## src/rtl/chroni_pkg.sv

```systemverilog
// rtl/chroni_pkg.sv - shared chroni types, default widths and VGA mode constants
package chroni_pkg;

  localparam int CHRONI_ADDR_W      = 11;
  localparam int CHRONI_DATA_W      = 8;
  localparam int CHRONI_WFIFO_DEPTH = 4;

  // 640x480 @ 60 Hz timing, in pixel clocks / lines
  localparam int VGA_H_VISIBLE = 640;
  localparam int VGA_H_FRONT   = 16;
  localparam int VGA_H_SYNC    = 96;
  localparam int VGA_H_BACK    = 48;
  localparam int VGA_H_TOTAL   = VGA_H_VISIBLE + VGA_H_FRONT + VGA_H_SYNC + VGA_H_BACK;
  localparam int VGA_V_VISIBLE = 480;
  localparam int VGA_V_FRONT   = 10;
  localparam int VGA_V_SYNC    = 2;
  localparam int VGA_V_BACK    = 33;
  localparam int VGA_V_TOTAL   = VGA_V_VISIBLE + VGA_V_FRONT + VGA_V_SYNC + VGA_V_BACK;

  typedef enum logic [1:0] {
    ST_IDLE     = 2'd0,
    ST_RD_DRAIN = 2'd1,
    ST_RD_ISSUE = 2'd2,
    ST_RD_DATA  = 2'd3
  } arb_state_t;

endpackage

```

## src/rtl/chroni_vram_arb_if.sv

```systemverilog
// rtl/chroni_vram_arb_if.sv - CPU request/response bus into the VRAM arbiter
interface chroni_vram_arb_if
  import chroni_pkg::*;
#(
  parameter int ADDR_W = CHRONI_ADDR_W,
  parameter int DATA_W = CHRONI_DATA_W
);

  logic              cpu_wr;
  logic              cpu_rd;
  logic [ADDR_W-1:0] cpu_addr;
  logic [DATA_W-1:0] cpu_wdata;
  logic              cpu_ready;
  logic [DATA_W-1:0] cpu_rdata;
  logic              cpu_rvalid;

  modport master (
    output cpu_wr, cpu_rd, cpu_addr, cpu_wdata,
    input  cpu_ready, cpu_rdata, cpu_rvalid
  );

  modport slave (
    input  cpu_wr, cpu_rd, cpu_addr, cpu_wdata,
    output cpu_ready, cpu_rdata, cpu_rvalid
  );

endinterface

```

## src/rtl/chroni_wfifo.sv

```systemverilog
// rtl/chroni_wfifo.sv - CPU write buffer holding {addr, data} pairs for the VRAM arbiter
module chroni_wfifo
  import chroni_pkg::*;
#(
  parameter int DEPTH  = CHRONI_WFIFO_DEPTH,
  parameter int ADDR_W = CHRONI_ADDR_W,
  parameter int DATA_W = CHRONI_DATA_W,
  localparam int PTR_W = $clog2(DEPTH),
  localparam int CNT_W = PTR_W + 1
) (
  input  logic              vga_clk,
  input  logic              reset_n,
  input  logic              push,
  input  logic [ADDR_W-1:0] push_addr,
  input  logic [DATA_W-1:0] push_data,
  input  logic              pop,
  output logic [ADDR_W-1:0] head_addr,
  output logic [DATA_W-1:0] head_data,
  output logic              full,
  output logic              empty,
  output logic [CNT_W-1:0]  count
);

  logic [ADDR_W-1:0] addr_mem [DEPTH];
  logic [DATA_W-1:0] data_mem [DEPTH];
  logic [PTR_W-1:0]  wr_ptr;
  logic [PTR_W-1:0]  rd_ptr;
  logic              do_push;
  logic              do_pop;

  assign full    = (count == CNT_W'(DEPTH));
  assign empty   = (count == '0);
  assign do_push = push && !full;
  assign do_pop  = pop && !empty;

  assign head_addr = addr_mem[rd_ptr];
  assign head_data = data_mem[rd_ptr];

  // DEPTH is a power of two, so the pointers wrap by plain overflow
  always_ff @(posedge vga_clk) begin
    if (!reset_n) begin
      wr_ptr <= '0;
      rd_ptr <= '0;
      count  <= '0;
    end else begin
      if (do_push) wr_ptr <= wr_ptr + 1'b1;
      if (do_pop)  rd_ptr <= rd_ptr + 1'b1;
      case ({do_push, do_pop})
        2'b10:   count <= count + 1'b1;
        2'b01:   count <= count - 1'b1;
        default: count <= count;
      endcase
    end
  end

  always_ff @(posedge vga_clk) begin
    if (do_push) begin
      addr_mem[wr_ptr] <= push_addr;
      data_mem[wr_ptr] <= push_data;
    end
  end

endmodule

```

## src/rtl/chroni_vram_arb.sv

```systemverilog
// rtl/chroni_vram_arb.sv - single-port VRAM arbiter: video reads first, buffered CPU writes, ordered CPU reads
module chroni_vram_arb
  import chroni_pkg::*;
#(
  parameter int ADDR_W      = CHRONI_ADDR_W,
  parameter int DATA_W      = CHRONI_DATA_W,
  parameter int WFIFO_DEPTH = CHRONI_WFIFO_DEPTH
) (
  input  logic                vga_clk,
  input  logic                reset_n,
  input  logic                video_rd,
  input  logic [ADDR_W-1:0]   video_addr,
  output logic [DATA_W-1:0]   video_data,
  chroni_vram_arb_if.slave    cpu,
  output logic [ADDR_W-1:0]   mem_addr,
  output logic                mem_we,
  output logic [DATA_W-1:0]   mem_wdata,
  input  logic [DATA_W-1:0]   mem_rdata
);

  localparam int CNT_W = $clog2(WFIFO_DEPTH) + 1;

  arb_state_t        state;
  arb_state_t        state_nxt;
  logic [ADDR_W-1:0] rd_addr_q;
  logic [ADDR_W-1:0] mem_addr_q;
  logic [ADDR_W-1:0] head_addr;
  logic [DATA_W-1:0] head_data;
  logic              fifo_full;
  logic              fifo_empty;
  logic [CNT_W-1:0]  fifo_count;
  logic              push;
  logic              pop;
  logic              rd_accept;
  logic              rd_issue;

  chroni_wfifo #(
    .DEPTH  (WFIFO_DEPTH),
    .ADDR_W (ADDR_W),
    .DATA_W (DATA_W)
  ) u_wfifo (
    .vga_clk   (vga_clk),
    .reset_n   (reset_n),
    .push      (push),
    .push_addr (cpu.cpu_addr),
    .push_data (cpu.cpu_wdata),
    .pop       (pop),
    .head_addr (head_addr),
    .head_data (head_data),
    .full      (fifo_full),
    .empty     (fifo_empty),
    .count     (fifo_count)
  );

  // The RAM output belongs to whoever owned the previous cycle; video reads it raw
  assign video_data = mem_rdata;

  // Memory port mux: video always wins, the read slot and buffered writes share the rest
  always_comb begin
    mem_addr  = mem_addr_q;
    mem_we    = 1'b0;
    mem_wdata = head_data;
    pop       = 1'b0;
    rd_issue  = 1'b0;
    if (video_rd) begin
      mem_addr = video_addr;
    end else if (reset_n) begin
      if (state == ST_RD_ISSUE) begin
        mem_addr = rd_addr_q;
        rd_issue = 1'b1;
      end else if (!fifo_empty) begin
        mem_addr = head_addr;
        mem_we   = 1'b1;
        pop      = 1'b1;
      end
    end
  end

  always_comb begin
    state_nxt     = state;
    cpu.cpu_ready = 1'b0;
    push          = 1'b0;
    rd_accept     = 1'b0;
    if (reset_n) begin
      case (state)
        ST_IDLE: begin
          // A read takes the handshake; a simultaneous write waits for a later cycle
          if (cpu.cpu_rd) begin
            cpu.cpu_ready = 1'b1;
            rd_accept     = 1'b1;
            state_nxt     = ST_RD_DRAIN;
          end else begin
            cpu.cpu_ready = !fifo_full;
            push          = cpu.cpu_wr && !fifo_full;
          end
        end
        ST_RD_DRAIN: if (fifo_count == '0) state_nxt = ST_RD_ISSUE;
        ST_RD_ISSUE: if (rd_issue)         state_nxt = ST_RD_DATA;
        ST_RD_DATA:                        state_nxt = ST_IDLE;
        default:                           state_nxt = ST_IDLE;
      endcase
    end
  end

  always_ff @(posedge vga_clk) begin
    if (!reset_n) begin
      state          <= ST_IDLE;
      rd_addr_q      <= '0;
      mem_addr_q     <= '0;
      cpu.cpu_rdata  <= '0;
      cpu.cpu_rvalid <= 1'b0;
    end else begin
      state          <= state_nxt;
      mem_addr_q     <= mem_addr;
      cpu.cpu_rvalid <= (state == ST_RD_DATA);
      if (rd_accept)            rd_addr_q     <= cpu.cpu_addr;
      if (state == ST_RD_DATA)  cpu.cpu_rdata <= mem_rdata;
    end
  end

endmodule

```

## src/flat_wrapper.sv

```systemverilog
// flat-port wrapper written by rule: the top's interface ports become plain ports
module chroni_vram_arb_flat import chroni_pkg::*;
#(
  parameter int ADDR_W      = CHRONI_ADDR_W,
  parameter int DATA_W      = CHRONI_DATA_W,
  parameter int WFIFO_DEPTH = CHRONI_WFIFO_DEPTH
)
  (vga_clk, reset_n, video_rd, video_addr, video_data, mem_addr, mem_we, mem_wdata, mem_rdata, cpu_cpu_wr, cpu_cpu_rd, cpu_cpu_addr, cpu_cpu_wdata, cpu_cpu_ready, cpu_cpu_rdata, cpu_cpu_rvalid);
  chroni_vram_arb_if #(.ADDR_W(ADDR_W), .DATA_W(DATA_W)) cpu_i ();
  input  logic vga_clk;
  input  logic reset_n;
  input  logic video_rd;
  input  logic [ADDR_W-1:0] video_addr;
  output logic [DATA_W-1:0] video_data;
  output logic [ADDR_W-1:0] mem_addr;
  output logic mem_we;
  output logic [DATA_W-1:0] mem_wdata;
  input  logic [DATA_W-1:0] mem_rdata;
  input wire logic [$bits(cpu_i.cpu_wr)-1:0] cpu_cpu_wr;
  input wire logic [$bits(cpu_i.cpu_rd)-1:0] cpu_cpu_rd;
  input wire logic [$bits(cpu_i.cpu_addr)-1:0] cpu_cpu_addr;
  input wire logic [$bits(cpu_i.cpu_wdata)-1:0] cpu_cpu_wdata;
  output wire logic [$bits(cpu_i.cpu_ready)-1:0] cpu_cpu_ready;
  output wire logic [$bits(cpu_i.cpu_rdata)-1:0] cpu_cpu_rdata;
  output wire logic [$bits(cpu_i.cpu_rvalid)-1:0] cpu_cpu_rvalid;
  assign cpu_i.cpu_wr = cpu_cpu_wr;
  assign cpu_i.cpu_rd = cpu_cpu_rd;
  assign cpu_i.cpu_addr = cpu_cpu_addr;
  assign cpu_i.cpu_wdata = cpu_cpu_wdata;
  assign cpu_cpu_ready = cpu_i.cpu_ready;
  assign cpu_cpu_rdata = cpu_i.cpu_rdata;
  assign cpu_cpu_rvalid = cpu_i.cpu_rvalid;
  chroni_vram_arb #(.ADDR_W(ADDR_W), .DATA_W(DATA_W), .WFIFO_DEPTH(WFIFO_DEPTH)) u_core (.vga_clk(vga_clk), .reset_n(reset_n), .video_rd(video_rd), .video_addr(video_addr), .video_data(video_data), .cpu(cpu_i), .mem_addr(mem_addr), .mem_we(mem_we), .mem_wdata(mem_wdata), .mem_rdata(mem_rdata));
endmodule
```

## config.mk

```make
export PLATFORM = sky130hd
export DESIGN_NAME = chroni_vram_arb_flat
export DESIGN_NICKNAME = d
export VERILOG_FILES = /design/src/rtl/chroni_pkg.sv /design/src/rtl/chroni_vram_arb_if.sv /design/src/rtl/chroni_wfifo.sv /design/src/rtl/chroni_vram_arb.sv /design/src/flat_wrapper.sv
export SDC_FILE = /design/constraint.sdc
export NUM_CORES = 1
export LEC_CHECK = 0
export CAP_MARGIN = 30
export CORE_MARGIN = 4
export CORE_UTILIZATION = 53
export CTS_CLUSTER_DIAMETER = 120
export DETAILED_ROUTE_END_ITERATION = 10
export HOLD_SLACK_MARGIN = 0.08
export PLACE_DENSITY_LB_ADDON = 0.08
export SLEW_MARGIN = 40
export SYNTH_ARGS = -nofsm -noshare
export SYNTH_HDL_FRONTEND = slang
export SYNTH_SLANG_ARGS = --single-unit
```

## constraint.sdc

```tcl
create_clock -name vga_clk -period 2.7 [get_ports vga_clk]
set_input_delay 0.405 -clock vga_clk [delete_from_list [all_inputs] [get_ports vga_clk]]
set_output_delay 0.405 -clock vga_clk [all_outputs]
set_load 0.005 [all_outputs]
```

# == Word-level counts from Yosys, hierarchy flattened ==
# Memory sizes are Yosys's and may differ from the RTL's. A register that Yosys moved wholly into a read port is not among the register bits.
# Index checks and enable logic that the tools add are counted.
# op_classes
addsub,4
n_eq_ne,9
mux,31
n_reduce_logical,9
# op_table
cell,n
two-way mux 11 bit,4
two-way mux 1 bit,18
two-way mux 2 bit,7
one-hot mux 2 bit (4 select lines),1
== test 2 bit (second input constant),3
one-hot mux 3 bit (2 select lines),1
adder 2 x 1 -> 2 bit (second input constant),2
== test 2 x 1 -> 1 bit (second input constant),2
inequality test 2 x 1 -> 1 bit (second input constant),2
adder 3 x 1 -> 3 bit (second input constant),1
== test 3 bit (second input constant),1
logical AND 1 bit,3
zero test 3 bit,1
AND reduction 3 bit,1
subtractor 3 x 1 -> 3 bit (second input constant),1
zero test 1 bit,2
zero test 2 bit,1
inequality test 2 bit (second input constant),1
nonzero test 2 bit,1
# totals
output_inout_bits,38
reg_bits,40
in_bits,43
n_memories,2
word_cells,63
mem_bits_rw,76
# memory_table
memory,depth,word_bits,read_ports,rd_clocked_by_memory_dff,write_ports,line_no,rtl
u_core.u_wfifo.addr_mem,4,11,1,1,1,chroni_wfifo.sv:24,logic [ADDR_W-1:0] addr_mem [DEPTH];
u_core.u_wfifo.data_mem,4,8,1,1,1,chroni_wfifo.sv:25,logic [DATA_W-1:0] data_mem [DEPTH];

# == Depth between registers and ports, before layout ==
# depth
word_depth,9
depth_mapped,11
depth_no_buf,11

# == Hierarchy ==
# From an unflattened synthesis, not the netlist that was laid out.
# unflattened
cells_unflattened,377
hier_area_um2,5074.9
# modules_own_cells
module,cells_each,seq_area_each_um2,area_per_inst_um2,instances
chroni_wfifo,153,2462.4,3245.6,1
chroni_vram_arb,224,660.6,1829.3,1

# == Least setup slack after synthesis ==
# No wires, ideal clock.
# synth_path
kind,register -> register
startpoint,register u_core.state[0]
endpoint,register u_core.u_wfifo.count[2]
arrival_ns,2.283
path_stages_with_launch,12
path_slack_ns,0.341
setup_time_ns,0.076
required_time_ns,2.624
path_cell_list,dfxtp_1 > inv_1 > ha_1 > inv_1 > and3_1 > and2_1 > ha_1 > inv_1 > fa_1 > xor2_1 > or3_1 > a21boi_0
# synth_between
elab_chain_cells,7
elab_cells_between_ends,13
cone_classes,3 x eq/ne; 6 x mux; 4 x reduce/logical
# synth_lines
item,line_no,rtl
"start, declared",chroni_vram_arb.sv:23,arb_state_t state;
"start signal, assigned",chroni_vram_arb.sv:113,state <= state_nxt;
== test 2 bit *,chroni_vram_arb.sv:68,if (state == ST_RD_ISSUE) begin
two-way mux 1 bit *,chroni_vram_arb.sv:68,
two-way mux 1 bit *,chroni_vram_arb.sv:67,end else if (reset_n) begin
two-way mux 1 bit *,chroni_vram_arb.sv:65,if (video_rd) begin
logical AND 1 bit *,chroni_wfifo.sv:34,assign do_pop = pop && !empty;
named net u_core.u_wfifo.do_pop,chroni_wfifo.sv:29,logic do_pop;
== test 2 x 1 -> 1 bit or == test 2 bit (tied branches),chroni_wfifo.sv:48,"case ({do_push, do_pop})"
one-hot mux 3 bit (2 select lines) or nonzero test 2 bit (tied branches),-,
"end signal, assigned",chroni_wfifo.sv:49,2'b10: count <= count + 1'b1;
"end signal, assigned",chroni_wfifo.sv:50,2'b01: count <= count - 1'b1;
"end signal, assigned",chroni_wfifo.sv:51,default: count <= count;
"end, declared",chroni_wfifo.sv:21,output logic [CNT_W-1:0] count
# The timed path passes the listed nets; every way through them passes the cells marked *.
# A chain may end at the register's enable or synchronous reset.

==> impl_metrics.csv <==
group,metric,value,unit
timing,min_period_over_period,97.5,%
logic_synthesis,yosysWarnings,0,
finish,stdcell_count,580,
grt,grt_max_degree,28,
placed_design,place_inst,547,
logic_synthesis,synth-edff-count,76,
clock_network,clk_latency,0.50,ns
routing,drc,0,
logic_synthesis,post-synth-top-area-fraction,45.5,%
routing,routedWlPerCell,18.2,um
grt,grt.overflow.total,0,
routing,drtIter0Drc,201,
placed_design,dpl_cell_area,6010,um^2
timing,grt_setup_unrepaired,"no",
clock_network,cts_sinks,118,
status,outcome,"finished, final reports clean",
logic_synthesis,synthFlopType,"edfxtp_1",
logic_synthesis,yosys.area.top_type,"edfxtp_1",
placed_design,port_buffers,80,
grt,grt_pass1_wl,17000,um
timing,finalHoldViolCount,0,
grt,grt_antenna_before_repair,0,
finish,area_growth,32.1,%
finish,n_antenna_cell,0,
die,dieWidth,105,um
clock_network,clk_path_buf_depth,2,
logic_synthesis,synthDistinctLibCells,37,
die,core_area,9240,um^2
clock_network,root_buffer,"clkbuf_8",
finish,final_area,6630,um^2
logic_synthesis,postSynth.asyncResetShare,0,%
routing,firstDrtPassIters,4,
logic_synthesis,avgSynthCellArea,14.5,um^2
routing,routed_wl,10600,um
timing,tns,0,ns
min_path,hold_path_class,"reg2reg",
timing,worst_pin_slew,0.803,ns
finish,fillers,648,
logic_synthesis,ys_seq_elements,118,
clock_network,path_clk_slew,0.06,ns
die,ios,81,
die,rows,35,
logic_synthesis,yosys-top-cells-area,"edfxtp_1, dfxtp_1, mux4_1",
finish,final_core_util,71.7,%
clock_network,cts_inserted_buffers,17,
setup_path,r2r_setup_slack,0.27,ns
clock_network,cts_tree,"done",
logic_synthesis,syn-num-nets,400,
logic_synthesis,yosys-top-cells-count,"edfxtp_1, dfxtp_1, nand2_1, and2_1, nor2b_1",
die,start_util,54.3,%
logic_synthesis,synth_area,5020,um^2
setup_path,crit_type,"reg2out",
run,max-cap-violations,0,
placed_design,place_hpwl,6550,um
timing,worst_slew_margin_rel,46.3,%
clock_network,htreeDepth,4,
setup_path,worstSetupEndpointType,"output port",
power,power.leakage,2.32,nW
routing,vias,3187,
routing,antenna_left,0,
timing,maxSlewViolCount,0,
timing,max_freq,380,MHz
placed_design,gp_congestion,0.784,
power,peakVddDrop,0.000562,V
logic_synthesis,synth.most_common_cell,"edfxtp_1",
timing,finClkSkew,0.00931,ns
finish,drive_gt1_share,17.3,%
logic_synthesis,yosysSeqAreaShare,62.2,%
timing,min_period,2.63,ns
setup_path,cp_max_fo,6,
finish,nets,494,
die,dieArea,11100,um^2
setup_path,critPathLaunchType,"flop",
die,die_y,105,um
setup_path,required,2.30,ns
logic_synthesis,netlist_instances,346,
power,pwr_density_cell,770,nW/um^2
grt,track_usage,19.9,%
finish,multi_input_area,1710,um^2
timing,finalSetupViolations,0,
grt,grt_pass1_vias,3188,
clock_network,hold_buffers,0,
setup_path,arrival,2.23,ns
finish,seq_area,3130,um^2
routing,viasPerCell,5.49,
==> metrics by stage <==
step,worst slack (ns),power (mW),hold WS [ns]
floorplan,0.341,2.61,0.436
global placement,-0.0172,2.96,0.449
detailed placement,-0.0522,2.98,0.455
CTS,0.00363,5.13,0.466
global route,0.00183,5.32,0.494
finish,0.0668,5.10,0.462
==> report_power, final <==
group / total [mW] / internal (mW) / switching (mW)
clock network: 2.10 / 1.37 / 0.722
registers: 2.12 / 2.04 / 0.0709
logic: 0.891 / 0.476 / 0.415
==> final timing paths <==
kind	from	endpoint	depth (start not counted)
setup / recovery	flop	mem_wdata[6]	4
hold / removal	u_core.rd_addr_q[6]	u_core.rd_addr_q[6]	2
setup reg to reg	u_core.state[0]	u_core.u_wfifo.count[2]	11
hold reg to reg	u_core.rd_addr_q[6]	u_core.rd_addr_q[6]	2
==> timing repair <==
action                     4_1_cts  5_1_grt
pin swaps                        3        3
setup buffers                    2        0
resized for setup               33        7
setup endpoints to repair       12        6
cloned                           1        0
hold endpoints to repair         0        0
==> routing by layer <==
| layer | track usage, % | part of all wire, % | vias up |
|---|---|---|---|
| met5 | 0 | 0 | - |
| met4 | 6.56 | 1.0 | 0 |
| li1 | - | - | 1497 |
| met3 | 5.88 | 5.7 | 10 |
| met2 | 30.3 | 47 | 106 |
| met1 | 27.5 | 46 | 1574 |
==> critical path, cell delays in order, from the launching register on <==
cell             delay (ns)
dfxtp_4                0.39
buf_16                 0.13
buf_6                  0.14
mux4_1                 0.58
clkdlybuf4s50_1        0.47
==> layout by cell type, fill, tap and decap left out, drive strengths merged, types with 6 or more instances in the layout <==
cell type,count
clkinv,6
a221oi,11
clkbuf,18
o221ai,11
o21ai,24
nand2,26
nor2b,20
ha,10
and2,24
mux2i,10
dlygate4sd2,13
clkdlybuf4s50,65
a22oi,10
edfxtp,76
inv,12
buf,24
dfxtp,42
mux4,19
==> logic make-up after synthesis <==
family / share of synthesized area [%]
AND/OR/NAND/NOR: 8.30
flip-flops: 62.2
buffers and inverters: 4.24
XOR/XNOR: 0.873
adder cells (fa/ha/maj): 2.89
multiplexers: 11.8
AO/OA/AOI/OAI: 9.65
==> final cells by class <==
type	count	area share (%)
Clock buffer	18	6.30
Clock inverter	12	2.08
Inverter	12	0.680
Multi-Input combinational cell	187	25.8
Sequential cell	118	47.2
Tap cell	129	2.43
Timing Repair Buffer	104	15.6
==> state kept, by name, indices dropped and copies added (netlist names), named ones only <==
register and cells:
u_core.u_wfifo.count 3, u_core.rd_addr_q 11, u_core.cpu.cpu_rvalid 1, u_core.u_wfifo.rd_ptr 2, u_core.u_wfifo.wr_ptr 2, u_core.state 2, u_core.u_wfifo.addr_mem 44, u_core.mem_addr_q 11
u_core.u_wfifo.data_mem 32, u_core.cpu.cpu_rdata 8
No activity file was read; power rests on OpenSTA's default activity.
